$ cat config.mk
export PLATFORM = sky130hd
export DESIGN_NAME = step_sequencer
export DESIGN_NICKNAME = d
export VERILOG_FILES = /design/src/rtl/step_sequencer_pkg.sv /design/src/rtl/step_sequencer_ms_tick.sv /design/src/rtl/step_sequencer.sv
export SDC_FILE = /design/constraint.sdc
export NUM_CORES = 1
export LEC_CHECK = 0
export ABC_AREA = 1
export BUFFER_PORTS_ARGS = -buffer_cell sky130_fd_sc_hd__clkbuf_2
export CAP_MARGIN = 20
export CORE_MARGIN = 10
export CORE_UTILIZATION = 25
export CTS_CLUSTER_SIZE = 30
export DETAILED_ROUTE_END_ITERATION = 10
export GPL_TIMING_DRIVEN = 1
export MAX_ROUTING_LAYER = met4
export PLACE_DENSITY_LB_ADDON = 0.3
export RECOVER_POWER = 25
export SETUP_SLACK_MARGIN = 0.05
export SKIP_CTS_REPAIR_TIMING = 1
export SYNTH_ARGS = -nofsm -noshare
export SYNTH_HDL_FRONTEND = slang
export SYNTH_SLANG_ARGS = --single-unit
$ cat constraint.sdc
create_clock -name clk -period 2.2 [get_ports clk]
set_input_delay 0.22 -clock clk [delete_from_list [all_inputs] [get_ports clk]]
set_output_delay 0.22 -clock clk [all_outputs]
set_load 0.005 [all_outputs]
$ cat src/rtl/step_sequencer_pkg.sv
// Shared types and timebase helpers for the step sequencer.
package step_sequencer_pkg;

   typedef enum logic [1:0] {
      IDLE = 2'd0,
      NOTE = 2'd1,
      GAP  = 2'd2
   } state_e;

   function automatic int cycles_per_ms(input int freq_hz);
      return freq_hz / 1000;
   endfunction

endpackage

$ cat src/rtl/step_sequencer_ms_tick.sv
// Millisecond timebase: down-counter that reloads on wrap or restart.
module ms_tick_gen #(
   parameter int CYCLES_PER_MS = 50000
) (
   input  logic clk,
   input  logic reset,
   input  logic restart,
   output logic tick
);

   localparam int CW = (CYCLES_PER_MS > 1) ? $clog2(CYCLES_PER_MS) : 1;
   localparam logic [CW-1:0] RELOAD = CW'(CYCLES_PER_MS - 1);

   logic [CW-1:0] cnt_q;
   logic [CW-1:0] cnt_d;

   always_comb begin
      cnt_d = cnt_q;
      if (restart || cnt_q == '0) cnt_d = RELOAD;
      else                        cnt_d = cnt_q - CW'(1);
   end

   always_ff @(posedge clk or negedge reset) begin
      if (!reset) cnt_q <= '0;
      else        cnt_q <= cnt_d;
   end

   assign tick = (cnt_q == '0);

endmodule

$ cat src/rtl/step_sequencer.sv
// Looped note pattern player: gated note phase then fixed silent gap per step.
module step_sequencer
   import step_sequencer_pkg::*;
#(
   parameter int CLOCK_FREQUENCY = 50000000,
   parameter int STEPS           = 16,
   parameter int NOTE_W          = 4,
   parameter int TEMPO_W         = 12,
   parameter int GAP_MS          = 10,
   localparam int SW             = $clog2(STEPS)
) (
   input  logic               clk,
   input  logic               reset,
   input  logic               start,
   input  logic               stop,
   input  logic               wr_en,
   input  logic [SW-1:0]      wr_addr,
   input  logic [NOTE_W-1:0]  wr_note,
   input  logic [TEMPO_W-1:0] tempo_ms,
   input  logic [SW-1:0]      last_step,
   output logic [NOTE_W-1:0]  note,
   output logic               gate,
   output logic               beat,
   output logic [SW-1:0]      step,
   output logic               busy
);

   localparam int CPM = cycles_per_ms(CLOCK_FREQUENCY);
   localparam logic [TEMPO_W-1:0] T_MIN    = TEMPO_W'(GAP_MS + 1);
   localparam logic [TEMPO_W-1:0] GAP_LAST = TEMPO_W'(GAP_MS - 1);

   state_e              state_q, state_d;
   logic [NOTE_W-1:0]   pat_q [STEPS];
   logic [NOTE_W-1:0]   pat_d [STEPS];
   logic [NOTE_W-1:0]   note_q, note_d;
   logic [SW-1:0]       step_q, step_d;
   logic [TEMPO_W-1:0]  t_q, t_d;
   logic [TEMPO_W-1:0]  ms_cnt_q, ms_cnt_d;
   logic                gate_q, gate_d;
   logic                beat_q, beat_d;
   logic                busy_q, busy_d;
   logic                launch;
   logic [SW-1:0]       launch_step;
   logic [SW-1:0]       next_step;
   logic                ms_tick;

   ms_tick_gen #(.CYCLES_PER_MS(CPM)) u_tick (
      .clk     (clk),
      .reset   (reset),
      .restart (launch),
      .tick    (ms_tick)
   );

   always_comb begin
      state_d     = state_q;
      note_d      = note_q;
      step_d      = step_q;
      t_d         = t_q;
      ms_cnt_d    = ms_cnt_q;
      gate_d      = gate_q;
      beat_d      = 1'b0;
      launch      = 1'b0;
      launch_step = step_q;
      next_step   = (step_q >= last_step) ? '0 : step_q + SW'(1);
      for (int i = 0; i < STEPS; i++) pat_d[i] = pat_q[i];
      if (wr_en) pat_d[wr_addr] = wr_note;

      if (stop) begin
         state_d = IDLE;
         gate_d  = 1'b0;
      end else if (start) begin
         launch      = 1'b1;
         launch_step = '0;
      end else begin
         case (state_q)
            NOTE: if (ms_tick) begin
               if (ms_cnt_q == t_q - T_MIN) begin
                  state_d  = GAP;
                  gate_d   = 1'b0;
                  ms_cnt_d = '0;
               end else begin
                  ms_cnt_d = ms_cnt_q + TEMPO_W'(1);
               end
            end
            GAP: if (ms_tick) begin
               if (ms_cnt_q == GAP_LAST) begin
                  launch      = 1'b1;
                  launch_step = next_step;
               end else begin
                  ms_cnt_d = ms_cnt_q + TEMPO_W'(1);
               end
            end
            default: ;
         endcase
      end

      // Step start: note is latched so later writes only hit the next visit
      if (launch) begin
         state_d  = NOTE;
         step_d   = launch_step;
         note_d   = pat_q[launch_step];
         gate_d   = (pat_q[launch_step] != '0);
         beat_d   = 1'b1;
         ms_cnt_d = '0;
         t_d      = (tempo_ms > T_MIN) ? tempo_ms : T_MIN;
      end

      busy_d = (state_d != IDLE);
   end

   always_ff @(posedge clk or negedge reset) begin
      if (!reset) begin
         state_q  <= IDLE;
         note_q   <= '0;
         step_q   <= '0;
         t_q      <= '0;
         ms_cnt_q <= '0;
         gate_q   <= 1'b0;
         beat_q   <= 1'b0;
         busy_q   <= 1'b0;
         for (int i = 0; i < STEPS; i++) pat_q[i] <= '0;
      end else begin
         state_q  <= state_d;
         note_q   <= note_d;
         step_q   <= step_d;
         t_q      <= t_d;
         ms_cnt_q <= ms_cnt_d;
         gate_q   <= gate_d;
         beat_q   <= beat_d;
         busy_q   <= busy_d;
         pat_q    <= pat_d;
      end
   end

   assign note = note_q;
   assign gate = gate_q;
   assign beat = beat_q;
   assign step = step_q;
   assign busy = busy_q;

endmodule
### Yosys cells after proc, flatten, opt, wreduce, memory -nomap -nowiden

Index checks and enable logic that the tools add are counted.

| storage, ports and cells | value |
|---|---|
| bits in registers | 117 |
| output and inout bits | 11 |
| word-level logic and storage cells | 97 |

| cells by class | value |
|---|---|
| $add $sub $neg | 4 |
| order comparisons | 5 |
| eq/ne operators | 10 |
| mux-type cells | 40 |
| bitwise gates (word level) | 2 |
| reduce and logical (&&, ||, !) cells | 11 |

Operator list:

| cell | number |
|---|---|
| $mux W12 | 8 |
| $bwmux W64 | 1 |
| $mux W4 | 9 |
| $pmux W12 S2 | 1 |
| $bmux W4 S4 | 1 |
| $demux W4 S4 | 1 |
| $logic_not A16 Y1 | 1 |
| $mux W16 | 1 |
| $sub A16 B1 Y16 const B | 1 |
| $add A12 B1 Y12 const B | 1 |
| $eq A12 B12 Y1 | 1 |
| $eq A12 B4 Y1 const B | 1 |
| $gt A12 B4 Y1 const B | 1 |
| $mux W1 | 12 |
| $mux W2 | 6 |
| $reduce_bool A3 Y1 | 4 |
| $sub A12 B4 Y12 const B | 1 |
| $ge A5 B5 Y1 const B | 2 |
| $not A4 Y5 | 2 |
| $ne A3 B2 Y1 const B | 3 |
| $reduce_and A6 Y1 | 1 |
| $lt A5 B1 Y1 const B | 1 |
| $add A4 B1 Y4 const B | 1 |
| $ge A4 B4 Y1 | 1 |
| other kinds (9) | 10 |

### Longest topological paths before layout

Gate-level depths: netlist of the first run.

| logic depth | value |
|---|---|
| word-level depth | 13 |
| depth in mapped cells | 22 |
| mapped depth without buffers | 22 |

### By module

Synthesis of the first run repeated with hierarchy kept, for this count alone.

| second synthesis, totals | value |
|---|---|
| cell total of the unflattened synthesis | 836 |
| area, all modules | 6526.3 um2 |

By module, submodules not included:

| module | times used | cells each | area an instance (um2) | sequential area each (um2) |
|---|---|---|---|---|
| step_sequencer | 1 | 706 | 5580.4 | 2527.4 |
| ms_tick_gen | 1 | 130 | 945.9 | 400.4 |

### Worst setup path after synthesis of the first run

OpenSTA, ideal clock, no wires.

| timing | value |
|---|---|
| path kind | register -> register |
| start point | register t_q[0] |
| end point | register busy_q (netlist: busy) |
| library setup time | 0.138 ns |
| arrival time | 2.123 ns |
| data required time | 2.062 ns |
| slack | -0.061 ns |
| cell stages (with the launch flop) | 13 |
| buffers on the path | 0 |
| clock period less this slack | 2.261 ns |
| cells stage by stage | dfrtp_1 -> ha_1 -> o21ai_1 -> nand3_1 -> nor3_1 -> nand2_1 -> xor2_1 -> nor4_1 -> nand2_1 -> inv_1 -> nand2_1 -> o21ai_0 -> nand3_1 |

| on the way | value |
|---|---|
| cells in the longest elaborated chain, start to end | 9 |

RTL lines:

| element | RTL line | RTL |
|---|---|---|
| from (decl) | step_sequencer.sv:37 | `logic [TEMPO_W-1:0] t_q, t_d;` |
| from (signal assigned) | step_sequencer.sv:126 | `t_q <= t_d;` |
| $sub A12 B4 Y12 | step_sequencer.sv:77 | `if (ms_cnt_q == t_q - T_MIN) begin` |
| $eq A12 B12 Y1 | step_sequencer.sv:77 |  |
| $mux W2 | step_sequencer.sv:77 |  |
| $mux W2 | step_sequencer.sv:76 | `NOTE: if (ms_tick) begin` |
| $mux W2 | step_sequencer.sv:75 | `case (state_q)` |
| $mux W2 | step_sequencer.sv:71 | `end else if (start) begin` |
| $mux W2 | step_sequencer.sv:68 | `if (stop) begin` |
| $mux W2 | step_sequencer.sv:98 | `if (launch) begin` |
| $reduce_bool A2 Y1 | step_sequencer.sv:108 | `busy_d = (state_d != IDLE);` |
| named net busy_d | step_sequencer.sv:41 | `logic busy_q, busy_d;` |
| to (signal assigned) | step_sequencer.sv:130 | `busy_q <= busy_d;` |
| to (decl) | step_sequencer.sv:41 |  |

The timed path passes the listed nets, and every way through them passes these cells.
A chain may end at the register's enable or synchronous reset.

### Worst setup path in the final report of the first run

| timing | value |
|---|---|
| start point | register u_tick.cnt_q[1] |
| end point | register gate_q (netlist: gate) |

| on the way | value |
|---|---|
| cells in the longest elaborated chain, start to end | 11 |
| elaborated cells on any way between the ends | 20 |
| classes of those cells | 1 x eq/ne; 12 x mux; 1 x bitwise; 6 x reduce/logical |

RTL lines:

| element | RTL line | RTL |
|---|---|---|
| from (decl) | step_sequencer_ms_tick.sv:14 | `logic [CW-1:0] cnt_q;` |
| from (signal assigned) | step_sequencer_ms_tick.sv:25 | `else cnt_q <= cnt_d;` |
| $logic_not A16 Y1 * | step_sequencer_ms_tick.sv:28 | `assign tick = (cnt_q == '0);` |
| $mux W4 | step_sequencer.sv:85 | `GAP: if (ms_tick) begin` |
| $mux W4 | step_sequencer.sv:75 |  |
| $mux W4 | step_sequencer.sv:71 |  |
| $mux W4 | step_sequencer.sv:68 |  |
| $not A4 Y5 (not written as such) | step_sequencer.sv:102 | `gate_d = (pat_q[launch_step] != '0);` |
| $bmux W4 S4 | step_sequencer.sv:102 |  |
| $mux W4 (not written as such) (2 in a row) | step_sequencer.sv:102 |  |
| $reduce_bool A4 Y1 | step_sequencer.sv:102 |  |
| $mux W1 | step_sequencer.sv:98 |  |
| to (signal assigned) | step_sequencer.sv:128 | `gate_q <= gate_d;` |
| to (decl) | step_sequencer.sv:39 | `logic gate_q, gate_d;` |

Every way passes the cells marked *; elsewhere a longest branch is shown, timed or not. The select of a mux whose other input is x is not followed.

==> flow_metrics.env, run 1 <==
export IMPL_fp_coreArea_um2=25300
export IMPL_synth_top_area_frac=0.456
export IMPL_grt_usage=0.113
export IMPL_finalHoldViolCount=0
export IMPL_place_ws_ps=-237
export IMPL_synth_fp_nets=867
export IMPL_fin_hold_ws_ps=13.4
export IMPL_drtIter0Drc=292
export IMPL_hpwlAfterDp_um=12900
export IMPL_start_util=0.254
export IMPL_setup_violations=19
export IMPL_first_pass_iters=5
export IMPL_use_met1=0.147
export IMPL_die_w_um=180
export IMPL_relSlewSlack=0.250
export IMPL_synth_area_um2=6420
export IMPL_async_flop_share=1.00
export IMPL_clock_latency_ps=420
export IMPL_synth_area_top_cells="dfrtp_1 46%, nand2_1 12%, nand3_1 7.3%, o21ai_0 6.4%, inv_1 5.6%"
export IMPL_placedCellCount=1267
export IMPL_portBuffers=39
export IMPL_cts_tree="yes"
export IMPL_stdcell_area_um2=8790
export IMPL_crit_path_frequent_cell="nand2_1"
export IMPL_period_share=1.12
export IMPL_worstPathCellList="inv_2 -> ha_4 -> inv_2 -> nor2_2 -> nand2_1 -> nor2_2 -> nand2_2 -> nor2_4 -> nand3_1 -> xor2_1 -> nand2_1 -> o21ai_4 -> buf_6 -> nand3_1 -> nand3_2 -> nand2_1 -> nor2_2 -> nand2_1 -> nand2_1 -> nand2_1"
export IMPL_grt_ovfl_total=0
export IMPL_status="finished, violations left"
export IMPL_fin_crit_ps=2470
export IMPL_rsz0062_at_grt="true"
export IMPL_ioPinCount=40
export IMPL_yosys_area_top_type="dfrtp_1"
export IMPL_worst_pin_slew_ps=1130
export IMPL_grt_use_met2=0.175
export IMPL_htreeDepth=4
export IMPL_slowest_stage="dfrtp_1"
export IMPL_drv_cap=0
export IMPL_area_growth_pct=36.8
export IMPL_placed_area_um2=7710
export IMPL_core_rowCount=58
export IMPL_cp_slowest_stage_delay_ps=380
export IMPL_ctsRootBufferMaster="clkbuf_16"
export IMPL_busiest_layer="met2"
export IMPL_yosys_warnings=0
export IMPL_irDropWorstVdd_v=0.000482
export IMPL_numCtsBuffers=17
export IMPL_clk_pin_slew_ps=60
export IMPL_fillCellCount=2653
export IMPL_grt_pass1_vias=5691
export IMPL_dieArea_um2=32500
export IMPL_finalWeightedCongestion=0.855
export IMPL_stdcell_count=1312
export IMPL_power_density_nw_per_um2=780
export IMPL_violations="setup timing"
export IMPL_wire_per_inst_um=14.0
export IMPL_antenna_found_initial=0
export IMPL_routed_wl_um=18400
export IMPL_fin_tns_setup_ps=-1690
export IMPL_maxClockFrequency_mhz=405
export IMPL_vias=5873
export IMPL_r2r_cells=20
export IMPL_critical_path_endpoint_type="flip-flop"
export IMPL_hp_class="in2reg"
export IMPL_drive_above_1_share=0.297
export IMPL_fin_nets=1008
export IMPL_synth_flop_cell="dfrtp_1"
export IMPL_grt_pass1_wl_um=29500
export IMPL_die_y_um=180
export IMPL_viasPerCell=4.48
export IMPL_required_ps=2500
export IMPL_ant_nets=0
export IMPL_fin_skew_ps=11.4
export IMPL_synth_cell_types=37
export IMPL_clock_sinks=117
export IMPL_syn_avg_cell_area_um2=7.76
export IMPL_crit_fanout=6
export IMPL_use_met3=0.0251
export IMPL_ys_seq_area_frac=0.456
export IMPL_synth_seq_cells=117
export IMPL_slew_viol_final=0
export IMPL_synth_edf_count=0
export IMPL_synth_cells=828
export IMPL_cp_arrival_ps=2770
export IMPL_cts_max_path_buffers=2
export IMPL_diodes=0
export IMPL_p_leak_nw=4.13
export IMPL_setup_slack_ps=-269
export IMPL_start_kind="flip-flop"
export IMPL_critical_path_class="reg2reg"
export IMPL_grt_max_degree=46
export IMPL_whs_path_depth=3
export IMPL_remaining_drc_errors=0
registers in the layout (all words and copies together), names as in the netlist, 2 cells and up:
register and count:
u_tick.cnt_q 16, step 4, ms_cnt_q 12, pat_q 64
state_q 2, t_q 12, note 4
cell usage after synthesis, drive strengths merged, types with 10 or more instances:
master and instances:
nand2 204, dfrtp 117, inv 107, nand3 103
o21ai 88, nor2 68, xor2 20, a21oi 18
nand3b 17, nor3 16, clkbuf 12, buf 11
ha 10
critical path, delay by kind of cell, from the launching register on:
kind                     cells  cell delay [ps]
adder cells (fa/ha/maj)      1              140
XOR/XNOR                     1              160
flip-flops                   1              380
AND/OR/NAND/NOR             14             1260
buffers and inverters        3              290
AO/OA/AOI/OAI                1              110
through the flow:
step | util | total power, mW
after floorplan | - | 3.42
final | 0.348 | 6.86
after global routing | 0.348 | 7.26
after CTS | 0.329 | 6.81
after detailed placement | 0.305 | 3.96
after global placement | 0.305 | 3.95
layer usage:
metal  vias to the layer above  routed length, um
li1                       2975                  -
met1                      2775               8930
met2                       107               8700
met3                        16                627
met4                         0                123
met5                         -                  0
logic make-up (layout without fill, tap and decap cells):
kind of cell,count (synthesis),count (layout),share of synthesized area
and+or+nand+nor,425,425,0.307
buffers and inverters,131,285,0.0822
AOI/OAI and AO/OA,119,119,0.100
DFF,117,117,0.456
xor gates and xnor gates,26,26,0.0354
adders and majority gates,10,10,0.0195
worst paths after layout:
kind	slack, ps	startpoint	end
worst min-delay path	10	tempo_ms[10]	t_q[10]$_DFFE_PN0P_
max in group asynchronous	820	reset	u_tick.cnt_q[0]$_DFF_PN0_
worst max register to register	-270	u_tick.cnt_q[1]$_DFF_PN0_	gate$_DFFE_PN0P_
worst max-delay path	-270	u_tick.cnt_q[1]$_DFF_PN0_	gate$_DFFE_PN0P_
worst min register to register	450	u_tick.cnt_q[0]$_DFF_PN0_	u_tick.cnt_q[0]$_DFF_PN0_
min in group asynchronous	560	reset	pat_q[10]$_DFFE_PN0P_
cell type report:
class | instances | area (um2) | share of cell area
timing repair buffer | 144 | 1130 | 0.129
timing repair inverter | 1 | 16.3 | 0.00185
clock inverter | 14 | 153 | 0.0174
tap | 330 | 413 | 0.0470
clock buffer | 18 | 439 | 0.0500
inverter | 108 | 415 | 0.0473
multi-input combinational | 580 | 3290 | 0.375
sequential | 117 | 2930 | 0.333
power breakdown:
part / internal (mW) / switching, mW
Clock: 1.71 / 1.11
Sequential: 2.50 / 0.214
Combinational: 0.611 / 0.718
cell usage in the layout, fill, tap and decap left out, types with 4 or more instances in the layout:
master	count
nor2_4	5
a21oi_1	15
buf_4	87
clkinvlp_4	4
buf_6	5
xnor2_1	6
nor3_1	15
clkbuf_16	18
buf_12	8
nand3_1	61
dfrtp_1	117
nand2_1	189
nand3b_1	17
o21ai_0	79
ha_1	7
xor2_1	20
nor2_2	14
nor2_1	49
inv_1	86
nand3_2	41
clkbuf_2	36
inv_2	19
nand2_2	12
o21ai_2	4
nand4_1	9
Power figures use the tool's default switching activity.
==> run 2: changes to the inputs <==
Settings changed: ABC_AREA 1 to not set, SETUP_SLACK_MARGIN 0.05 to not set.
Clock period 2.2 ns to 2.8 ns, I/O delays scaled along.
==> flow_metrics.env, run 2 <==
export IMPL_cts_tree="yes"
export IMPL_slowest_stage="or4_4"
export IMPL_yosys_warnings=0
export IMPL_start_kind="flip-flop"
export IMPL_relSlewSlack=0.0974
export IMPL_regMostFlops="pat_q"
export IMPL_worstPathCellList="or4_4 -> or4_4 -> or2_4 -> a22o_4 -> nor2_8 -> buf_6 -> mux2i_1 -> a22o_1 -> o22ai_2 -> a2111oi_2 -> a31oi_1"
export IMPL_hp_class="in2reg"
export IMPL_clockPowerShare=0.372
export IMPL_remaining_drc_errors=0
export IMPL_yosysMostFrequentCell="dfrtp_1"
export IMPL_finalHoldViolCount=0
export IMPL_syn_avg_cell_area_um2=10.4
export IMPL_r2r_cells=11
export IMPL_cts_max_path_buffers=2
export IMPL_placedCellCount=1023
export IMPL_synth_compound_area_frac=0.103
export IMPL_critical_path_class="reg2reg"
export IMPL_viasPerCell=4.55
export IMPL_ctsRootBufferMaster="clkbuf_16"
export IMPL_grt_pass1_wl_um=27000
export IMPL_die_y_um=177
export IMPL_ys_seq_area_frac=0.473
export IMPL_clk_pin_slew_ps=60
export IMPL_grt_max_degree=52
export IMPL_hpwlAfterDp_um=11900
export IMPL_first_pass_iters=5
export IMPL_cp_slowest_stage_delay_ps=550
export IMPL_core_rowCount=57
export IMPL_seq_power_share=0.410
export IMPL_die_w_um=177
export IMPL_timing_rr_start="u_tick.cnt_q[2]$_DFF_PN0_"
export IMPL_synth_seq_cells=117
export IMPL_largest_reg_flops=64
export IMPL_crit_end="gate$_DFFE_PN0P_"
export IMPL_dieArea_um2=31400
export IMPL_fin_skew_ps=10.9
export IMPL_synth_common_cells="117 x dfrtp_1, 77 x mux2_2, 58 x nor2_1"
export IMPL_synth_area_top_cells="dfrtp_1 47%, mux2_2 14%, nor2_1 3.5%, nand2_1 3.2%, xnor2_1 3.1%"
export IMPL_synth_flop_cell="dfrtp_1"
export IMPL_yosys_area_share_simple=0.170
export IMPL_clock_latency_ps=420
export IMPL_stdcell_count=1064
export IMPL_synthXorXnorAreaFrac=0.0425
export IMPL_synth_fp_nets=633
export IMPL_drtIter0Drc=220
export IMPL_grt_ovfl_total=0
export IMPL_synth_edf_count=0
export IMPL_fin_crit_ps=3390
export IMPL_p_leak_nw=3.63
export IMPL_antenna_found_initial=0
export IMPL_grt_usage=0.110
export IMPL_cp_arrival_ps=3680
export IMPL_required_ps=3090
export IMPL_wire_per_inst_um=15.3
export IMPL_clock_sinks=117
export IMPL_crit_path_frequent_cell="or4_4"
export IMPL_finalWeightedCongestion=0.791
export IMPL_synthMuxAreaShare=0.166
export IMPL_synth_area_um2=6190
export IMPL_crit_fanout=12
export IMPL_top_regs="pat_q: 64 flops, u_tick.cnt_q: 16 flops"
export IMPL_violations="setup timing"
export IMPL_setup_slack_ps=-593
export IMPL_maxClockFrequency_mhz=295
export IMPL_vias=4845
export IMPL_diodes=0
export IMPL_start_util=0.254
export IMPL_final_cell_mix="117 x dfrtp_1, 84 x buf_4, 75 x mux2_2"
export IMPL_reg2reg_to="gate$_DFFE_PN0P_"
export IMPL_irDropWorstVdd_v=0.000444
export IMPL_fp_coreArea_um2=24300
export IMPL_synth_cell_types=60
export IMPL_routed_wl_um=16300
export IMPL_htreeDepth=4
export IMPL_p_sw_frac=0.295
export IMPL_setup_violations=18
export IMPL_p_int_mw=3.79
export IMPL_area_growth_pct=33.9
export IMPL_ioPinCount=40
export IMPL_grt_pass1_vias=4975
export IMPL_power_density_nw_per_um2=648
export IMPL_synth_top_family_by_area="simple AND/OR/NAND/NOR gates"
export IMPL_drv_cap=0
export IMPL_fin_nets=766
export IMPL_crit_start="u_tick.cnt_q[2]$_DFF_PN0_"
export IMPL_cp_top_family="simple AND/OR/NAND/NOR gates"
export IMPL_layout_commonest_cell="dfrtp_1"
export IMPL_ant_nets=0
export IMPL_switching_power_mw=1.58
export IMPL_cp_num_cells=11
export IMPL_critical_path_endpoint_type="flip-flop"
export IMPL_rsz0062_at_grt="true"
export IMPL_rrSetupSlack_ps=-590
export IMPL_fin_tns_setup_ps=-3620
export IMPL_slew_viol_final=0
export IMPL_synth_top_area_frac=0.473
export IMPL_yosys_area_top_type="dfrtp_1"
export IMPL_synthAdderAreaFrac=0.0202
export IMPL_drive_above_1_share=0.399
export IMPL_pwr_share_comb=0.218
export IMPL_worst_pin_slew_ps=1350
export IMPL_status="finished, violations left"
export IMPL_synth_cells=594
export IMPL_numCtsBuffers=17
export IMPL_async_flop_share=1.00
export IMPL_portBuffers=39
export IMPL_cp_buffers_inverters=1
export IMPL_period_share=1.21
[run 2: cell families (layout without fill, tap and decap cells)]
family,count (synthesis),in the layout
adders and majority gates,10,10
xor gates and xnor gates,30,30
AOI/OAI and AO/OA,100,100
muxes,93,93
DFF,117,117
and+or+nand+nor,209,209
buffers and inverters,35,181
[run 2: layer usage]
layer  share of wire  routed length (um)  track usage
met5               0                   0            -
met4           0.012                 193       0.0323
met3           0.021                 351       0.0238
met2            0.48                7790        0.169
met1            0.49                8000        0.144
[run 2: final cells by class]
class                      count  area [um2]
sequential                   117        2930
inverter                      13        53.8
fill                        2421       16000
clock inverter                14         105
tap                          324         405
timing repair buffer         136         982
multi-input combinational    442        3380
clock buffer                  18         439
[run 2: worst min-delay path by stage]
stage	start	to	slack (ps)	cells after the start
2_1_floorplan	reset	beat$_DFF_PN0_	-20	0
3_3_place_gp	reset	pat_q[43]$_DFFE_PN0P_	370	1
3_5_place_dp	reset	pat_q[47]$_DFFE_PN0P_	370	1
4_1_cts	reset	pat_q[47]$_DFFE_PN0P_	-80	1
5_1_grt	tempo_ms[5]	t_q[5]$_DFFE_PN0P_	110	2
6_report	tempo_ms[4]	t_q[4]$_DFFE_PN0P_	120	2
[run 2: worst register-to-register path: stages (launching register included)]
cell and delay [ps]:
dfrtp_1 380, or4_4 530, or4_4 550, or2_4 290, a22o_4 250, nor2_8 130
buf_6 200, mux2i_1 210, a22o_1 200, o22ai_2 110, a2111oi_2 290, a31oi_1 120
[run 2: power groups by stage]
stage               Combinational [mW]  Clock (mW)  Sequential (mW)
global route                      1.31        2.13             2.24
finish                            1.17        2.00             2.20
detailed placement                1.10           0             2.22
global placement                  1.08           0             2.22
floorplan                        0.698           0             2.17
CTS                               1.11        2.05             2.20
[run 2: stage by stage]
| stage | setup slack [ps] | power (mW) | hold slack, ps | utilization | instance area, um2 |
|---|---|---|---|---|---|
| final | -593 | 5.37 | 116 | 0.341 | 8290 |
| after global routing | -717 | 5.68 | 112 | 0.341 | 8290 |
| after CTS | -863 | 5.35 | -76.6 | 0.328 | 7980 |
| after detailed placement | -848 | 3.32 | 371 | 0.306 | 7440 |
| after global placement | -805 | 3.30 | 370 | 0.306 | 7440 |
| after floorplan | -649 | 2.87 | -15.6 | - | 6270 |
==> run 3: changes to the inputs <==
Settings changed: CELL_PAD_IN_SITES_DETAIL_PLACEMENT set to 0, CELL_PAD_IN_SITES_GLOBAL_PLACEMENT set to 1, HOLD_SLACK_MARGIN set to 0.1, SKIP_CTS_REPAIR_TIMING 1 to not set.
==> flow_metrics.env, run 3 (synthesized netlist as in run 2, its figures left out) <==
export IMPL_grt_max_degree=66
export IMPL_final_cell_mix="117 x dfrtp_1, 85 x buf_4, 74 x mux2_2"
export IMPL_first_pass_iters=4
export IMPL_required_ps=3100
export IMPL_drive_above_1_share=0.401
export IMPL_p_int_mw=4.44
export IMPL_finalWeightedCongestion=0.793
export IMPL_p_leak_nw=3.76
export IMPL_drtIter0Drc=276
export IMPL_cts_max_path_buffers=2
export IMPL_reg2reg_to="note[0]$_DFFE_PN0P_"
export IMPL_ant_nets=0
export IMPL_dieArea_um2=31400
export IMPL_pwr_share_comb=0.200
export IMPL_cp_arrival_ps=3700
export IMPL_drv_cap=0
export IMPL_critical_path_endpoint_type="flip-flop"
export IMPL_numCtsBuffers=17
export IMPL_relSlewSlack=0.243
export IMPL_cp_buffers_inverters=2
export IMPL_clock_sinks=117
export IMPL_rsz0062_at_grt="true"
export IMPL_grt_pass1_wl_um=28300
export IMPL_setup_slack_ps=-604
export IMPL_grt_pass1_vias=5248
export IMPL_maxClockFrequency_mhz=294
export IMPL_vias=4961
export IMPL_worst_pin_slew_ps=1140
export IMPL_ctsRootBufferMaster="clkbuf_16"
export IMPL_worstHoldStart="tempo_ms[6]"
export IMPL_ioPinCount=40
export IMPL_fillCellCount=2424
export IMPL_crit_path_frequent_cell="mux2_4"
export IMPL_fin_hold_ws_ps=123
export IMPL_hp_class="in2reg"
export IMPL_setup_violations=13
export IMPL_irDropWorstVdd_v=0.000416
export IMPL_start_util=0.254
export IMPL_holdPathEnd="t_q[6]$_DFFE_PN0P_"
export IMPL_r2r_cells=11
export IMPL_layout_commonest_cell="dfrtp_1"
export IMPL_cts_tree="yes"
export IMPL_period_share=1.22
export IMPL_clockPowerShare=0.435
export IMPL_crit_fanout=6
export IMPL_multi_input_area_um2=3410
export IMPL_die_y_um=177
export IMPL_diodes=0
export IMPL_core_rowCount=57
export IMPL_cp_top_family="simple AND/OR/NAND/NOR gates"
export IMPL_start_kind="flip-flop"
export IMPL_cp_slowest_stage_delay_ps=560
export IMPL_regArea_um2=2930
export IMPL_worstPathCellList="or4_1 -> or4_4 -> or2_4 -> a22o_4 -> nor2_8 -> inv_4 -> mux2_4 -> o2111ai_2 -> nand4_1 -> buf_4 -> mux2_4"
export IMPL_status="finished, violations left"
export IMPL_fin_crit_ps=3400
export IMPL_slew_viol_final=0
export IMPL_wire_per_inst_um=16.1
export IMPL_die_w_um=177
export IMPL_hpwlAfterDp_um=12600
export IMPL_critical_path_class="reg2reg"
export IMPL_portBuffers=39
export IMPL_switching_power_mw=1.60
export IMPL_viasPerCell=4.65
export IMPL_fin_nets=770
export IMPL_routed_wl_um=17200
export IMPL_fin_skew_ps=14.2
export IMPL_largest_reg_flops=64
export IMPL_slowest_stage="or4_4"
export IMPL_seq_power_share=0.365
export IMPL_antenna_found_initial=0
export IMPL_remaining_drc_errors=0
export IMPL_top_regs="pat_q: 64 flops, u_tick.cnt_q: 16 flops"
export IMPL_grt_ovfl_total=0
export IMPL_clock_latency_ps=420
export IMPL_timing_rr_start="u_tick.cnt_q[14]$_DFF_PN0_"
export IMPL_violations="setup timing"
export IMPL_htreeDepth=4
export IMPL_fp_coreArea_um2=24300
export IMPL_whs_path_depth=2
export IMPL_clk_pin_slew_ps=60
export IMPL_regMostFlops="pat_q"
export IMPL_area_growth_pct=38.1
export IMPL_p_sw_frac=0.265
export IMPL_rrSetupSlack_ps=-600
export IMPL_grt_usage=0.116
export IMPL_finalHoldViolCount=0
export IMPL_power_density_nw_per_um2=707
export IMPL_finish_utilization=0.351
## run 3: repair_timing
| action | CTS | global route |
|---|---|---|
| hold buffers | 5 | 0 |
| setup endpoints to repair | 30 | 29 |
| cloned | 1 | 1 |
| pin swaps | 10 | 7 |
| resized for setup | 39 | 21 |
| hold endpoints to repair | 22 | 0 |
| buffers inserted | 4 | 3 |
## run 3: power groups by stage
stage	Clock (mW)	Combinational, mW	Sequential, mW
finish	2.63	1.21	2.21
floorplan	0	0.698	2.17
CTS	2.69	1.17	2.20
global route	2.76	1.34	2.25
detailed placement	0	1.11	2.22
global placement	0	1.07	2.22
## run 3: worst max path at each step
stage / startpoint / endpoint / depth (start not counted)
after floorplan: u_tick.cnt_q[0]$_DFF_PN0_ / gate$_DFFE_PN0P_ / 14
after global placement: u_tick.cnt_q[1]$_DFF_PN0_ / note[1]$_DFFE_PN0P_ / 13
after detailed placement: u_tick.cnt_q[1]$_DFF_PN0_ / note[1]$_DFFE_PN0P_ / 13
after CTS: u_tick.cnt_q[14]$_DFF_PN0_ / note[0]$_DFFE_PN0P_ / 12
after global routing: u_tick.cnt_q[1]$_DFF_PN0_ / note[0]$_DFFE_PN0P_ / 14
final: u_tick.cnt_q[14]$_DFF_PN0_ / note[0]$_DFFE_PN0P_ / 11
## run 3: layout make-up
type | count | area share
Multi-Input combinational cell | 442 | 0.399
Sequential cell | 117 | 0.343
Timing Repair Buffer | 140 | 0.122
Clock buffer | 18 | 0.0514
Tap cell | 324 | 0.0474
Clock inverter | 14 | 0.0318
Inverter | 13 | 0.00600
## run 3: stage by stage
| stage | power (mW) | std cells | cell area [um2] | setup WS [ps] | setup TNS (ps) |
|---|---|---|---|---|---|
| floorplan | 2.87 | 594 | 6270 | -649 | -2500 |
| global placement | 3.29 | 1022 | 7440 | -879 | -5320 |
| detailed placement | 3.33 | 1022 | 7440 | -1010 | -6470 |
| CTS | 6.06 | 1064 | 8420 | -608 | -3130 |
| global route | 6.35 | 1068 | 8550 | -728 | -5750 |
| finish | 6.05 | 1068 | 8550 | -604 | -2830 |
## run 3: worst reg2reg max path, delay by kind of cell, from the launching register on
| kind | cells | cell delay [ps] |
|---|---|---|
| AND/OR/NAND/NOR | 5 | 1680 |
| buffers and inverters | 2 | 250 |
| AO/OA/AOI/OAI | 2 | 430 |
| flip-flops | 1 | 380 |
| multiplexers | 2 | 550 |
## run 3: per-layer routing
metal / up-vias / wire (um) / share of wire / track usage
met1: 2473 / 7880 / 0.46 / 0.142
met3: 23 / 430 / 0.025 / 0.0234
met2: 60 / 8650 / 0.50 / 0.190
met4: 0 / 265 / 0.015 / 0.0379
li1: 2405 / - / - / -
met5: - / 0 / 0 / -
